<file path="config.mk">
export PLATFORM = sky130hd
export DESIGN_NAME = latch_exerciser
export DESIGN_NICKNAME = d
export VERILOG_FILES = /design/src/rtl/latch_exerciser.sv
export SDC_FILE = /design/constraint.sdc
export NUM_CORES = 1
export LEC_CHECK = 0
export CORE_MARGIN = 2
export CORE_UTILIZATION = 60
export DETAILED_ROUTE_END_ITERATION = 8
export GPL_TIMING_DRIVEN = 0
export HOLD_SLACK_MARGIN = 0.03
export PLACE_DENSITY_LB_ADDON = 0.2
export SKIP_CTS_REPAIR_TIMING = 1
export SYNTH_ARGS = -nofsm -noshare
export SYNTH_HDL_FRONTEND = slang
export SYNTH_SLANG_ARGS = --single-unit
</file>
<file path="constraint.sdc">
create_clock -name clk -period 2.5 [get_ports clk]
set_input_delay 0.375 -clock clk [delete_from_list [all_inputs] [get_ports clk]]
set_output_delay 0.375 -clock clk [all_outputs]
set_load 0.02 [all_outputs]
</file>
<file path="src/rtl/latch_exerciser.sv">
// latch_exerciser
//   Stimulus-and-check engine for level-sensitive latch DUTs. It drives the
//   DUT latch with a fixed enable/data pattern, keeps a shadow latch model and
//   compares the DUT's output against that model after a SETTLE-cycle delay.
//   The run result is reported as an error count, the step of the first error
//   and a pass flag.
//
// Ports
//   clk            in   1  clock, rising edge
//   rst_n          in   1  synchronous reset, active-low
//   start          in   1  begins a run when idle
//   q_i            in   W  DUT latch output (already synchronous to clk)
//   lat_en         out  1  DUT latch enable (transparent when 1)
//   lat_d          out  W  DUT latch data
//   busy           out  1  high while running or draining
//   done           out  1  one-cycle pulse at the end of a run
//   pass           out  1  last run had no mismatches; held until next start
//   err_count      out  8  mismatches in current/last run, saturating
//   first_err_step out  8  step count at first mismatch, 8'hFF if none
module latch_exerciser #(
  parameter int W           = 1,
  parameter int HALF_PERIOD = 10,
  parameter int D_STEP      = 3,
  parameter int NUM_STEPS   = 10,
  parameter int SETTLE      = 1
) (
  input  logic         clk,
  input  logic         rst_n,
  input  logic         start,
  input  logic [W-1:0] q_i,
  output logic         lat_en,
  output logic [W-1:0] lat_d,
  output logic         busy,
  output logic         done,
  output logic         pass,
  output logic [7:0]   err_count,
  output logic [7:0]   first_err_step
);

  typedef enum logic [1:0] {IDLE, RUN, DRAIN, DONE} state_t;

  state_t       state;
  logic [15:0]  ph_cnt;
  logic [15:0]  d_cnt;
  logic [15:0]  step_cnt;
  logic [3:0]   drain_cnt;
  logic [W-1:0] m_q;
  logic         model_known;
  logic         track;
  logic         clr;
  logic         cmp_v;
  logic [W-1:0] cmp_q;

  assign track = (state == RUN) || (state == DRAIN);
  assign clr   = (state == IDLE) && start;

  // Delay {model_known, m_q} by SETTLE cycles before comparing with q_i.
  generate
    if (SETTLE == 0) begin : g_nodly
      assign cmp_v = model_known;
      assign cmp_q = m_q;
    end else begin : g_dly
      localparam int PW = SETTLE * W;
      logic [SETTLE-1:0]        pv;
      logic [SETTLE-1:0][W-1:0] pd;

      always_ff @(posedge clk) begin
        if (!rst_n || clr) begin
          pv <= '0;
          pd <= '0;
        end else if (track) begin
          pv <= (pv << 1) | SETTLE'(model_known);
          pd <= (pd << W) | PW'(m_q);
        end
      end

      assign cmp_v = pv[SETTLE-1];
      assign cmp_q = pd[SETTLE-1];
    end
  endgenerate

  always_ff @(posedge clk) begin
    if (!rst_n) begin
      state          <= IDLE;
      lat_en         <= 1'b0;
      lat_d          <= '0;
      busy           <= 1'b0;
      done           <= 1'b0;
      pass           <= 1'b0;
      err_count      <= '0;
      first_err_step <= '1;
      ph_cnt         <= '0;
      d_cnt          <= '0;
      step_cnt       <= '0;
      drain_cnt      <= '0;
      m_q            <= '0;
      model_known    <= 1'b0;
    end else begin
      done <= 1'b0;

      // Shadow latch and compare operate on the registered drive values.
      if (track) begin
        if (lat_en) begin
          m_q         <= lat_d;
          model_known <= 1'b1;
        end
        if (cmp_v && (q_i != cmp_q)) begin
          if (err_count != 8'hFF) err_count <= err_count + 8'd1;
          if (err_count == 8'h00) first_err_step <= step_cnt[7:0];
        end
      end

      case (state)
        IDLE: begin
          if (start) begin
            state          <= RUN;
            busy           <= 1'b1;
            ph_cnt         <= '0;
            d_cnt          <= '0;
            step_cnt       <= '0;
            err_count      <= '0;
            first_err_step <= '1;
            pass           <= 1'b0;
            model_known    <= 1'b0;
            lat_en         <= 1'b0;
            lat_d          <= '0;
          end
        end

        RUN: begin
          if (ph_cnt == 16'(HALF_PERIOD - 1)) begin
            ph_cnt <= '0;
            lat_en <= ~lat_en;
          end else begin
            ph_cnt <= ph_cnt + 16'd1;
          end
          // Final data step also updates lat_d; outputs freeze afterwards.
          if (d_cnt == 16'(D_STEP - 1)) begin
            d_cnt    <= '0;
            lat_d    <= lat_d + W'(1);
            step_cnt <= step_cnt + 16'd1;
            if (step_cnt == 16'(NUM_STEPS - 1)) begin
              state     <= DRAIN;
              drain_cnt <= '0;
            end
          end else begin
            d_cnt <= d_cnt + 16'd1;
          end
        end

        DRAIN: begin
          if (drain_cnt == 4'(SETTLE)) begin
            state <= DONE;
            busy  <= 1'b0;
            done  <= 1'b1;
          end else begin
            drain_cnt <= drain_cnt + 4'd1;
          end
        end

        DONE: begin
          pass  <= (err_count == 8'h00);
          state <= IDLE;
        end

        default: state <= IDLE;
      endcase
    end
  end

endmodule

</file>
Word level (Yosys, flattened, before mapping)

Cells that the tools add are included.
W data, S select, Z words.

Add/subtract/negate cells: 6
Equal/unequal tests: 15
Mux-type cells: 40
Bitwise logic cells: 1
Reduce and logical (&&, ||, !) cells: 20

Operators by type and width:

| kind                    | count |
|---|---|
| $pmux W16 S2            | 3 |
| $mux W8                 | 10 |
| $mux W16                | 4 |
| $add A16 B1 Y16 const B | 3 |
| $eq A16 B4 Y1 const B   | 2 |
| $eq A16 B2 Y1 const B   | 1 |
| $mux W4                 | 3 |
| $mux W1                 | 10 |
| $reduce_and A3 Y1       | 3 |
| $add A8 B1 Y8 const B   | 1 |
| $logic_not A8 Y1        | 1 |
| $mux W2                 | 4 |
| $ne A2 B1 Y1 const B    | 4 |
| $ne A8 B8 Y1 const B    | 1 |
| $pmux W1 S2             | 4 |
| $pmux W2 S4             | 1 |
| $pmux W4 S2             | 1 |
| $reduce_and A2 Y1       | 4 |
| $reduce_and A4 Y1       | 2 |
| $reduce_bool A2 Y1      | 4 |
| $add A4 B1 Y4 const B   | 1 |
| $eq A2 B2 Y1 const B    | 2 |
| $eq A4 B1 Y1 const B    | 1 |
| $ne A2 B2 Y1 const B    | 2 |
| 8 further kinds         | 10 |

Register bits: 79
Input port bits: 4
Output and inout port bits: 21
Logic and storage cells: 98

Longest topological paths before layout

Gate-level depths: netlist (run 1).

Depth after elaboration: 6
Gate-level depth with buffers: 9
Depth with buffers taken out: 6

Worst setup path after synthesis (run 1)

OpenSTA, ideal clock, no wires.

Kind: flip-flop to flip-flop
Start point: register state[0]
End point: register step_cnt[13]
Arrival: 1982 ps
Required time: 2430 ps
Setup slack: 447 ps
Cell stages (with the launch flop): 9
Path buffers: 2
Cells stage by stage: dfxtp_1 inv_1 ha_1 buf_2 mux2_2 nand4_1 clkbuf_1 or4_1 a21oi_1

Longest elaborated chain between the ends: 3

Ends and longest elaborated chain:

| element                                               | RTL line | source |
|---|---|---|
| from (decl)                                           | 42       | `state_t state;` |
| from (signal assigned)                                | 84       | `state <= IDLE;` |
| from (signal assigned)                                | 116      | `state <= RUN;` |
| from (signal assigned)                                | 143      | `state <= DRAIN;` |
| $eq A2 B1 Y1 or $logic_not A2 Y1 (tied branches)      | 113      | `case (state)` |
| $ne A2 B1 Y1 (no source line) (tied with other cells) | -        |  |
| $reduce_and A3 Y1 (no source line)                    | -        |  |
| to (signal assigned)                                  | 141      | `step_cnt <= step_cnt + 16'd1;` |
| to (decl)                                             | 45       | `logic [15:0] step_cnt;` |

Several ways; a longest one is shown, not always the timed one.
A chain may end at the register's enable or synchronous reset.

Final worst setup path (run 1)

Start point: register state[0]
End point: register d_cnt[12]

Longest elaborated chain between the ends: 3

Ends and longest elaborated chain:

| element                                                             | RTL line | source |
|---|---|---|
| $eq A2 B1 Y1 or $logic_not A2 Y1 (tied branches)                    | 113      |  |
| $reduce_bool A2 Y1 (no source line) or $ne A2 B2 Y1 (tied branches) | -        |  |
| $reduce_and A2 Y1 (no source line)                                  | -        |  |
| to (signal assigned)                                                | 147      | `d_cnt <= d_cnt + 16'd1;` |
| to (decl)                                                           | 44       | `logic [15:0] d_cnt;` |

Several ways; a longest one is shown, not always the timed one.

==> results.md, run 1 <==
- Status: completed
- Final Core Density: 71.04%
- Top area cells in the synthesized netlist: dfxtp_1 (37%), ha_1 (4.4%), a21oi_1 (3.5%)
- Worst path required time: 2790 ps
- Final Hold Violating Endpoints: 0
- CTS tree: yes
- Worst-path clk slew: 80 ps
- WP data arrival: 2680 ps
- Remaining antenna violation count: 0
- Fin crit share: 95.70%
- First-pass GRT wire length: 16.58 mm
- Syn Area/Cell: 8.520 µm²
- Fmax: 418.0 MHz
- Leak pwr: 1.587 nW
- Launching point of the worst reg2reg path: state[0]
- Clk_lat worst skew: 360 ps
- Antenna cells: 0
- Fin Hold WS: 477.7 ps
- RSZ-0062 raised after global routing: false
- Synth Area in Adders: 4.423%
- Layout overhead on the synthesized area: 14.39%
- Hpwl dp: 7.003 mm
- Max Root-Sink Buffers: 2
- Critical Path Fanout Max: 10
- Clock skew: 8.214 ps
- Yosys top cell area share: 37.28%
- # IOs: 25
- Die X: 88.09 µm
- DRC errors left: 0
- Synth Cell Area: 4243 µm²
- Reg2reg setup slack: 110 ps
- FF-to-FF End: d_cnt[12]
- Ys async rst share: 0%
- DP Area: 4603 µm²
- Yosys cell types: 57
- Main combinational cell family by area after synthesis: simple AND/OR/NAND/NOR gates
- Max-cap viol count: 0
- Routed WL per cell: 15.85 µm
- Die area: 7760 µm²
- Critical Path Source: state[0]
- Synth Area in XOR/XNOR: 4.335%
- Peak supply drop: 0.6049 mV
- Post-synthesis compound-gate area fraction: 15.07%
- Tot GR Track Use: 26.70%
- Synth area leader: dfxtp_1
- Worst Setup EP: d_cnt[12]
- Starting density of the core: 62.11%
- Sequential area share after synthesis: 37.28%
- Layout cell share with drive strength beyond 1: 7.978%
- CP endpoint kind: flip-flop
- Worst Tran Pin Value: 680.0 ps
- Design Power: 3.605 mW
- Nets: 553
- Grt total ovfl: 0
- CTS Root Cell: clkbuf_8
- DRT Wirelength: 10.06 mm
- Synth warnings: 0
- #FFs+latches synth: 79
- Power Dens Cells: 742.9 nW/µm²
- 1st-pass router iterations: 5
- Row cnt: 30
- Post-synthesis net count: 517
- Final Setup Violations: 0
- R2R depth: 7
- Setup_tns: 0 ps
- Max-Slew Margin vs Limit: 54.42%
- Synth Flop Type: dfxtp_1
- Mux cell area share after synthesis: 3.834%
- Initial drt markers: 304
- Initial antenna violation count: 0
- RePlAce Congestion: 0.9208
- Clk sinks: 79
- Cell count after synthesis: 498
- Finished Cell Area: 4853 µm²
- Via density: 6.400
- Final min period: 2392 ps
- Core area: 6832 µm²
- Largest net degree at the start of global routing: 14
- Slew Limit Fails: 0
- Setup Crit Path Kind: reg -> reg
- Routed vias: 4064
- Fillers: 568
- TritonCTS Buffers: 9
- Post-synthesis simple-gate area fraction: 30.99%
- Post-synth EDFFs: 0
- Vias in the first global route: 3700
- I/O Buffers: 24
- CTS H-tree lvls: 3
- Hold Path Class: reg -> reg
- Crit path launch type: flip-flop
- Die height: 88.09 µm
==> metrics by stage <==
step | setup WS, ps | std cells
5_1_grt | 1.635 | 635
3_5_place_dp | -388.3 | 618
6_report | 107.6 | 635
4_1_cts | -295.8 | 634
3_3_place_gp | -316.5 | 618
2_1_floorplan | 447.1 | 498
==> synth_stat cells, types with 2 or more instances <==
cell	number
nand2_1	37
inv_1	18
nor3_1	10
o41a_1	2
nand4_1	21
a31oi_1	6
nor4b_1	6
and3_1	4
mux2i_1	14
nor3b_1	2
nand3b_1	4
dfxtp_1	79
o21ai_0	18
o311ai_0	2
and4_1	6
buf_2	6
a21oi_1	30
clkbuf_1	19
a2111oi_0	2
nor2_1	39
ha_1	15
nand3_1	28
and2_1	3
or2_2	2
xor2_1	5
nor4_1	16
a211oi_1	3
nand2b_1	2
xnor2_1	16
or3_1	10
o31ai_1	9
a311oi_1	4
or3b_2	2
mux2_2	2
or4_1	19
and3b_1	3
nor2b_1	5
o2111ai_1	4
o211ai_1	7
==> critical path, stage by stage (launching register included) <==
cell and delay (ps):
dfxtp_1 420, inv_1 100, ha_1 190, buf_2 170, nor2b_1 210, nor3_2 550
or3b_2 500, a31oi_1 160
==> layer usage <==
metal  part of all wire, %  track usage [%]
met1                    43            32.97
met2                    49            45.73
met3                   5.0            3.487
met4                   2.6            13.36
met5                     0                0
==> placed cells by master, fill, tap and decap left out, types with 13 or more instances in the layout <==
cell type        Yosys  routed
a21oi_1             30      30
clkbuf_1            19      16
clkdlybuf4s50_1      0      24
dfxtp_1             79      79
ha_1                15      15
inv_1               18      18
mux2i_1             14      13
nand2_1             37      37
nand3_1             28      28
nand4_1             21      21
nor2_1              39      39
nor4_1              16      15
o21ai_0             18      17
or4_1               19      19
xnor2_1             16      16
==> worst min-delay path by stage <==
stage | startpoint | endpoint | slack (ps) | cells after the start
after global routing | first_err_step[2] | first_err_step[2] | 500 | 2
after detailed placement | m_q | m_q | 450 | 2
after global placement | m_q | m_q | 450 | 2
final | model_known | model_known | 480 | 2
after CTS | m_q | m_q | 460 | 2
after floorplan | m_q | m_q | 440 | 2
==> final cells by class <==
cell class	instances	area [µm²]	share of cell area, %
Buffer	25	113.9	2.346
Multi-Input combinational cell	375	2516	51.84
Sequential cell	79	1582	32.59
Clock inverter	5	57.56	1.186
Timing Repair Buffer	26	255.2	5.259
Clock buffer	11	141.4	2.913
Inverter	18	67.56	1.392
Tap cell	96	120.1	2.475
==> report_power, final <==
part,internal (mW),switching [mW],total [mW]
clock network,0.489,0.473,0.962
logic,0.412,0.816,1.23
registers,1.33,0.0883,1.42
total,2.23,1.38,3.61
==> registers in the layout, indices dropped and copies added (netlist names), 2 cells and up <==
name / cells
first_err_step: 8
ph_cnt: 16
state: 2
err_count: 8
drain_cnt: 4
d_cnt: 16
step_cnt: 16
==> kinds of logic after synthesis <==
kind of cell / Yosys count
simple gates: 226
compound gates: 97
flops: 79
buf+inv: 44
xor+xnor: 21
mux: 16
fa+ha+maj: 15
No activity file was read; power rests on OpenSTA's default activity.
==> run 2, diff against run 1 <==
Clock period 2.5 ns to 2.7 ns, I/O delays scaled along.
==> results.md, run 2 (same netlist as run 1, synthesis figures left out) <==
- Status: completed (unchanged)
- Antenna cells: 0 (unchanged)
- Vias in the first global route: 3700 (unchanged)
- Power Dens Cells: 686.1 nW/µm² (was 742.9 nW/µm²)
- Clk_lat worst skew: 350 ps (was 360 ps)
- DRT Wirelength: 9.868 mm (was 10.06 mm)
- Worst path required time: 2930 ps (was 2790 ps)
- Initial drt markers: 249 (was 304)
- 1st-pass router iterations: 5 (unchanged)
- Tot GR Track Use: 26.70% (unchanged)
- CTS H-tree lvls: 3 (unchanged)
- Routed vias: 4012 (was 4064)
- Setup_tns: 0 ps (unchanged)
- Crit-path max cell delay: 490 ps (was 550 ps)
- CP endpoint kind: flip-flop (unchanged)
- Max Root-Sink Buffers: 2 (unchanged)
- DP Area: 4603 µm² (unchanged)
- Design Power: 3.300 mW (was 3.605 mW)
- Pre-CTS setup slack: -218.3 ps (was -388.3 ps)
- Die X: 88.09 µm (unchanged)
- I/O Buffers: 24 (unchanged)
- Max-cap viol count: 0 (unchanged)
- # IOs: 25 (unchanged)
- Fin crit share: 94.84% (was 95.70%)
- Hold Path Class: reg -> reg (unchanged)
- Worst-path clk slew: 80 ps (about the same)
- First-pass GRT wire length: 16.58 mm (unchanged)
- Worst Setup Slack, final: 139.4 ps (was 107.6 ps)
- Initial antenna violation count: 0 (unchanged)
- Setup Crit Path Kind: reg -> reg (unchanged)
- Nets: 552 (was 553)
- Grt total ovfl: 0 (unchanged)
- Final min period: 2561 ps (was 2392 ps)
- DRC errors left: 0 (unchanged)
- Clk sinks: 79 (unchanged)
- TritonCTS Buffers: 9 (unchanged)
- Peak supply drop: 0.5847 mV (was 0.6049 mV)
- Slew Limit Fails: 0 (unchanged)
- CTS tree: yes (unchanged)
- Routed WL per cell: 15.56 µm (was 15.85 µm)
- Critical Path Fanout Max: 10 (unchanged)
- Layout overhead on the synthesized area: 13.36% (was 14.39%)
- Worst Tran Pin Value: 700.7 ps (was 680.0 ps)
- Largest net degree at the start of global routing: 14 (unchanged)
- RePlAce Congestion: 0.9208 (unchanged)
- Finished Cell Area: 4810 µm² (was 4853 µm²)
- Core area: 6832 µm² (unchanged)
- Worst path slowest cell: clkbuf_1 (was nor3_2)
- Largest regs: d_cnt (16), ph_cnt (16), step_cnt (16) (unchanged)
- Leak pwr: 1.558 nW (was 1.587 nW)
- Row cnt: 30 (unchanged)
- Die height: 88.09 µm (unchanged)
- Clock skew: 8.618 ps (was 8.214 ps)
- WP data arrival: 2790 ps (was 2680 ps)
- Fmax: 390.5 MHz (was 418.0 MHz)
- Max-Slew Margin vs Limit: 53.03% (was 54.42%)
- Remaining antenna violation count: 0 (unchanged)
- RSZ-0062 raised after global routing: true (was false)
- Worst Path Buf+Inv: 4 (was 2)
- Crit path max-delay family: buffers and inverters (was simple AND/OR/NAND/NOR gates)
- Via density: 6.328 (was 6.400)
- Starting density of the core: 62.11% (unchanged)
- Worst path most repeated cell: buf_2
- Crit path launch type: flip-flop (unchanged)
- Most common cell after layout, fill and taps aside: dfxtp_1 (unchanged)
- Final Hold Violating Endpoints: 0 (unchanged)
- Hpwl dp: 7.003 mm (unchanged)
- Die area: 7760 µm² (unchanged)
- Worst path cell trace: inv_1 -> ha_1 -> buf_2 -> mux2i_2 -> buf_2 -> clkbuf_1 -> nor4_1 -> nand3b_1 -> a21oi_1 (was inv_1 -> ha_1 -> buf_2 -> nor2b_1 -> nor3_2 -> or3b_2 -> a31oi_1)
- Final Setup Violations: 0 (unchanged)
- Most frequent cells in the layout: dfxtp_1 (79), nor2_1 (39), nand2_1 (37), a21oi_1 (30), nand3_1 (28) (unchanged)
- CTS Root Cell: clkbuf_8 (unchanged)
- Layout cell share with drive strength beyond 1: 6.877% (was 7.978%)
-- run 2: worst reg2reg max path: stages, from the launching register on --
cell and delay, ps:
dfxtp_1 420, inv_1 100, ha_1 190, buf_2 160, mux2i_2 360, buf_2 310, clkbuf_1 490, nor4_1 190
nand3b_1 140, a21oi_1 70
-- run 2: worst paths after layout --
check | startpoint | endpoint | slack (ps) | cells after the start
setup / recovery | state[0] | ph_cnt[11] | 140 | 9
setup reg to reg | state[0] | ph_cnt[11] | 140 | 9
hold / removal | m_q | m_q | 460 | 2
hold reg to reg | m_q | m_q | 460 | 2
-- run 2: final cells by class --
type | instances | area (µm²)
multi-input combinational | 375 | 2492
clock buffer | 11 | 141.4
tap | 96 | 120.1
fill | 575 | 2022
inverter | 18 | 67.56
sequential | 79 | 1582
buffer | 26 | 108.9
clock inverter | 5 | 57.56
timing repair buffer | 24 | 240.2
-- run 2: where the power goes --
group	internal (mW)	switching [mW]	leakage [nW]
combinational	0.362	0.742	0.817
sequential	1.23	0.0816	0.638
clock	0.453	0.432	0.103
-- run 2: per-stage QoR --
step / util (%) / std cells / hold WS [ps]
after global placement: 67.38 / 618 / 446.2
after detailed placement: 67.38 / 618 / 449.8
after CTS: 70.29 / 634 / 459.7
final: 70.40 / 634 / 460.5
after global routing: 70.40 / 634 / 480.3
after floorplan: - / 498 / 436.0
-- run 2: routing by layer --
metal  vias up  GRT usage [%]  wire length, µm  part of all wire, %
li1       1946              -                -                    -
met1      1908          32.97             4396                   45
met2       136          45.73             4767                   48
met3        22          3.487              456                  4.6
met4         0          13.36              248                  2.5
met5         -              0                0                    0
==> run 3, diff against run 2 <==
Settings changed: HOLD_SLACK_MARGIN 0.03 to 0.15.
==> results of run 3 <==
Same layout as run 2: the final DEF is identical, and so are final timing and power.
==> variant 1: new RTL, config.mk and constraints of run 3 <==
Register the output `err_count` once more; this adds one clock of latency there. The other outputs are not delayed to match.
--- a/src/rtl/latch_exerciser.sv
+++ b/src/rtl/latch_exerciser.sv
@@ -39,4 +39,6 @@
 
   typedef enum logic [1:0] {IDLE, RUN, DRAIN, DONE} state_t;
+
+  logic [7:0] err_count_s0;
 
   state_t       state;
@@ -88,5 +90,5 @@
       done           <= 1'b0;
       pass           <= 1'b0;
-      err_count      <= '0;
+      err_count_s0   <= '0;
       first_err_step <= '1;
       ph_cnt         <= '0;
@@ -106,6 +108,6 @@
         end
         if (cmp_v && (q_i != cmp_q)) begin
-          if (err_count != 8'hFF) err_count <= err_count + 8'd1;
-          if (err_count == 8'h00) first_err_step <= step_cnt[7:0];
+          if (err_count_s0 != 8'hFF) err_count_s0 <= err_count_s0 + 8'd1;
+          if (err_count_s0 == 8'h00) first_err_step <= step_cnt[7:0];
         end
       end
@@ -119,5 +121,5 @@
             d_cnt          <= '0;
             step_cnt       <= '0;
-            err_count      <= '0;
+            err_count_s0   <= '0;
             first_err_step <= '1;
             pass           <= 1'b0;
@@ -160,5 +162,5 @@
 
         DONE: begin
-          pass  <= (err_count == 8'h00);
+          pass  <= (err_count_s0 == 8'h00);
           state <= IDLE;
         end
@@ -169,4 +171,8 @@
   end
 
+  always_ff @(posedge clk) begin
+    err_count <= err_count_s0;
+  end
+
 endmodule
 
Formal check against the unedited RTL: no difference found for any inputs over 10 cycles, from zero or initial values and one cycle with rst_n low; that may be too few to reach the edited logic, so the function may still have changed.
==> variant 1 against run 3 <==
Final cell count did not move; critical path depth did not move; worst setup slack improved by 0.061 ns; routed wire length fell by 1.1%; power rose by 4.7%; non-clock buffer count fell by 1; sequential cell count rose by 8; synthesized area rose by 1.6%; via count fell by 1.7%; global-route usage fell by 0.85 points; design area rose by 1.6%; critical endpoint is now ph_cnt[5]; largest cell class unchanged; largest power group unchanged.
==> variant 1: results (changes against run 3) <==
stage	metric	value	unit	change
sta	Hold WS	0.4167	ns	was 0.4605 ns
synthesis	Syn Area/Cell	8.636	sq um	was 8.520 sq um
worst_hold_path	Worst Hold Depth	0		was 2
cells_and_area	fraction of layout cells with a size suffix above 1	6.877	%	unchanged
synthesis	most common library cells after synthesis	dfxtp_1 (87), nand2_1 (42), nor2_1 (35)		was dfxtp_1 (79), nor2_1 (39), nand2_1 (37)
status	status	completed		unchanged
routing	Met1 Wirelength	4468	microns	was 4396 microns
cells_and_area	Nets	552		unchanged
placed_design	Placed Instance Area	4659	sq um	was 4603 sq um
routing	DR vias	3942		was 4012
cells_and_area	Fillers	566		was 575
pwr	maximum vdd drop	0.0004098	V	was 0.0005847 V
sta	Tcrit/Tclk final	92.56	%	was 94.84%
setup_path	Critical Path Source	state[1]		was state[0]
clock_network	Max clock buf depth	2		unchanged
synthesis	Synth warnings	0		unchanged
setup_path	CP Capture Point	ph_cnt[5]		was ph_cnt[11]
pwr	Lkg Pwr	1.717	nW	was 1.558 nW
routing	WL/cell	15.39	microns	was 15.56 microns
setup_path	Critical Path AT	2.73	ns	was 2.79 ns
placed_design	IO Port Bufs	23		was 24
global_routing	GRT Util Overall	25.85	%	was 26.70%
placed_design	Post-Place Setup Slack	0.01937	ns	was -0.2183 ns
placed_design	HPWL after DPL	6766	microns	was 7003 microns
synthesis	register area share after synthesis	40.42	%	was 37.28%
sta	worst-margin pin slew	0.5859	ns	was 0.7007 ns
routing	met3 routed WL	478	microns	was 456 microns
placed_design	gpl congestion	0.8886		was 0.9208
global_routing	vias in the first global route	3511		was 3700
worst_hold_path	worst hold path startpoint	err_count_s0[3]		was m_q
synthesis	Synthesized Nets	518		was 517
worst_hold_path	Hold EP	err_count[3]		was m_q
cells_and_area	area growth from synthesis to layout	13.44	%	was 13.36%
global_routing	largest net degree at the start of global routing	16		was 14
synthesis	top cells by area, synth	dfxtp_1 (40%), ha_1 (4.4%), nand2_1 (3.7%), nand3_1 (3.6%), a21oi_1 (3.4%)		was dfxtp_1 (37%), ha_1 (4.4%), a21oi_1 (3.5%), nor2_1 (3.5%), or4_1 (3.4%)
global_routing	first-pass GRT wire length	16100	microns	was 16580 microns
routing	first drt pass iteration count	5		unchanged
cells_and_area	Largest regs	d_cnt: 16 flops, ph_cnt: 16 flops, step_cnt: 16 flops		unchanged
setup_path	FF-to-FF setup slack	0.20	ns	was 0.14 ns
sta	Worst Clk Skew	0.01544	ns	was 0.008618 ns
routing	Detail Route met2 WL	4570	microns	was 4767 microns
pwr	Net Sw Power	1.246	mW	was 1.256 mW
routing	initial DRC count	274		was 249
clock_network	clock-pin slew of the registers on the worst-case setup and hold paths	0.10	ns	was 0.08 ns
synthesis	Cell variety after synth	56		was 57
-- variant 1: cell count changes after synthesis, sizes merged, moves of 5 or more --
cell / delta
o211ai: -5
nor4: -9
dfxtp: +8
nand2: +5
xor2: +8
and3: +9
xnor2: -9
o31ai: +8
-- variant 1: power groups by stage --
stage / clock network, mW / logic [mW] / registers [mW]
6_report: 1.01 / 1.00 / 1.44
5_1_grt: 1.06 / 1.10 / 1.46
4_1_cts: 1.02 / 0.980 / 1.44
3_5_place_dp: 0 / 0.975 / 1.47
3_3_place_gp: 0 / 0.939 / 1.47
2_1_floorplan: 0 / 0.682 / 1.46
-- variant 1: area by class of cell --
class,instances,area share (%)
clock inverter,7,1.945
clock buffer,9,2.534
timing repair buffer,23,4.709
buffer,26,2.252
tap,96,2.457
multi-input combinational,371,49.32
sequential,87,35.63
inverter,15,1.152
-- variant 1: critical path, stage by stage (launching register included) --
cell,delay (ns)
dfxtp_1,0.42
inv_1,0.10
ha_1,0.20
buf_6,0.13
mux2i_2,0.32
clkbuf_1,0.47
clkbuf_2,0.37
nor3_1,0.11
xnor2_1,0.17
nor2_1,0.06
-- variant 1: layer usage --
metal / track usage, % / vias to the layer above
li1: - / 1927
met1: 33.53 / 1854
met2: 42.47 / 138
met3: 3.358 / 23
met4: 12.53 / 0
met5: 0 / -
-- variant 1: cells by family after synthesis --
kind of cell | count (synthesis) | share of synthesized area [%]
DFF | 87 | 40.42
and+or+nand+nor | 224 | 29.09
muxes | 17 | 4.123
AOI/OAI and AO/OA | 95 | 14.14
adders and majority gates | 15 | 4.355
buffers and inverters | 41 | 3.803
xor gates and xnor gates | 20 | 4.065
==> variant 2: new RTL, config.mk and constraints of run 3 <==
Made on the original files. The parameter `SETTLE` goes from 1 to 0.
--- a/src/rtl/latch_exerciser.sv
+++ b/src/rtl/latch_exerciser.sv
@@ -23,5 +23,5 @@
   parameter int D_STEP      = 3,
   parameter int NUM_STEPS   = 10,
-  parameter int SETTLE      = 1
+  parameter int SETTLE      = 0
 ) (
   input  logic         clk,
Behaviour: same outputs for any inputs over 10 cycles, from zero or initial values and one cycle with rst_n low; that may be too few to reach the edited logic, so the function may still have changed.
==> variant 2 against run 3 <==
Via count fell by 18%; sequential cell count decreased by 2; power is 8.1% lower; synthesized cell count shrank 9.2%; design area fell by 10%; synthesized area is 10% lower; worst setup slack improved by 0.26 ns; routed wire length shrank 20%; critical path depth unchanged; clock skew fell by 0.0011 ns; critical path type unchanged; critical endpoint is now ph_cnt[8]; largest cell class unchanged.
==> variant 2: results (changes against run 3) <==
stage	metric	value	unit	change
placed_design	HPWL after DPL	5485	microns	was 7003 microns
routing	initial DRC count	140		was 249
setup_path	Critical Path AT	2.53	ns	was 2.79 ns
placed_design	Placed Instance Area	4143	sq um	was 4603 sq um
sta	Slew headroom	51.85	%	was 53.03%
synthesis	Syn Area/Cell	8.421	sq um	was 8.520 sq um
synthesis	Cell variety after synth	48		was 57
placed_design	gpl congestion	0.8390		was 0.9208
synthesis	register area share after synthesis	40.50	%	was 37.28%
global_routing	vias in the first global route	3077		was 3700
placed_design	Placed Instances	553		was 618
cells_and_area	fraction of layout cells with a size suffix above 1	6.301	%	was 6.877%
pwr	Lkg Pwr	1.445	nW	was 1.558 nW
routing	routed wire length	7878	microns	was 9868 microns
global_routing	largest net degree at the start of global routing	12		was 14
setup_path	worst r2r src	state[1]		was state[0]
synthesis	Synthesized Nets	471		was 517
cells_and_area	Fillers	516		was 575
cells_and_area	Nets	506		was 552
global_routing	GRT Util Overall	23.54	%	was 26.70%
placed_design	Post-Place Setup Slack	0.2568	ns	was -0.2183 ns
sta	Worst Clk Skew	0.007565	ns	was 0.008618 ns
setup_path	Critical Path Source	state[1]		was state[0]
status	status	completed		unchanged
routing	Via density	5.770		was 6.328
synthesis	most common library cells after synthesis	dfxtp_1 (77), nor2_1 (74), nand2_1 (35)		was dfxtp_1 (79), nor2_1 (39), nand2_1 (37)
[variant 2: changes by cell type after synthesis, sizes merged, moves of 6 or more]
cell           run 3  this run
nor2              39        74
or4               19         0
a21oi             31        14
nor3              11        28
xnor2             16        31
clkbuf            19         7
o31ai              9         0
xor2               5        14
mux2i             14         7
nor4              18        12
o211ai             7         1
or3               10         4
[variant 2: cells by family after synthesis]
logic type	Yosys count	synth area share, %
xor+xnor	45	10.36
flops	77	40.50
buf+inv	28	2.926
simple gates	232	31.59
compound gates	47	7.561
fa+ha+maj	15	4.931
mux	8	2.137
[variant 2: worst reg2reg max path, delay by kind of cell, from the launching register on]
family / cells / cell delay, ns
buffers and inverters: 4 / 0.82
AO/OA/AOI/OAI: 2 / 0.39
AND/OR/NAND/NOR: 2 / 0.32
flip-flops: 1 / 0.35
adder cells (fa/ha/maj): 1 / 0.30
[variant 2: worst min path at each step]
| stage | from | endpoint | slack [ns] | cells after the start |
|---|---|---|---|---|
| after floorplan | cmp_q | cmp_q | 0.45 | 2 |
| after global placement | cmp_q | cmp_q | 0.47 | 2 |
| after detailed placement | cmp_q | cmp_q | 0.48 | 2 |
| after CTS | pass | pass | 0.49 | 2 |
| after global routing | cmp_q | cmp_q | 0.50 | 2 |
| final | pass | pass | 0.49 | 2 |
[variant 2: metal layers]
metal	vias to the layer above	routed length [microns]	global-route usage [%]
met5	-	0	0
met4	0	124	8.358
met3	11	411	7.715
met2	81	3635	38.25
met1	1532	3708	29.31
li1	1659	-	-
[variant 2: cell type report]
type,instances,area [sq um],share of cell area [%]
Timing Repair Buffer,24,240.2,5.568
Multi-Input combinational cell,347,2153,49.91
Clock inverter,1,5.005,0.1160
Tap cell,77,96.34,2.233
Clock buffer,15,166.4,3.857
Inverter,15,56.30,1.305
Sequential cell,77,1541,35.73
Buffer,13,55.05,1.276
[variant 2: power by group]
group | switching [mW] | internal (mW) | total (mW)
clock network | 0.401 | 0.385 | 0.786
logic | 0.613 | 0.329 | 0.941
registers | 0.0958 | 1.21 | 1.31
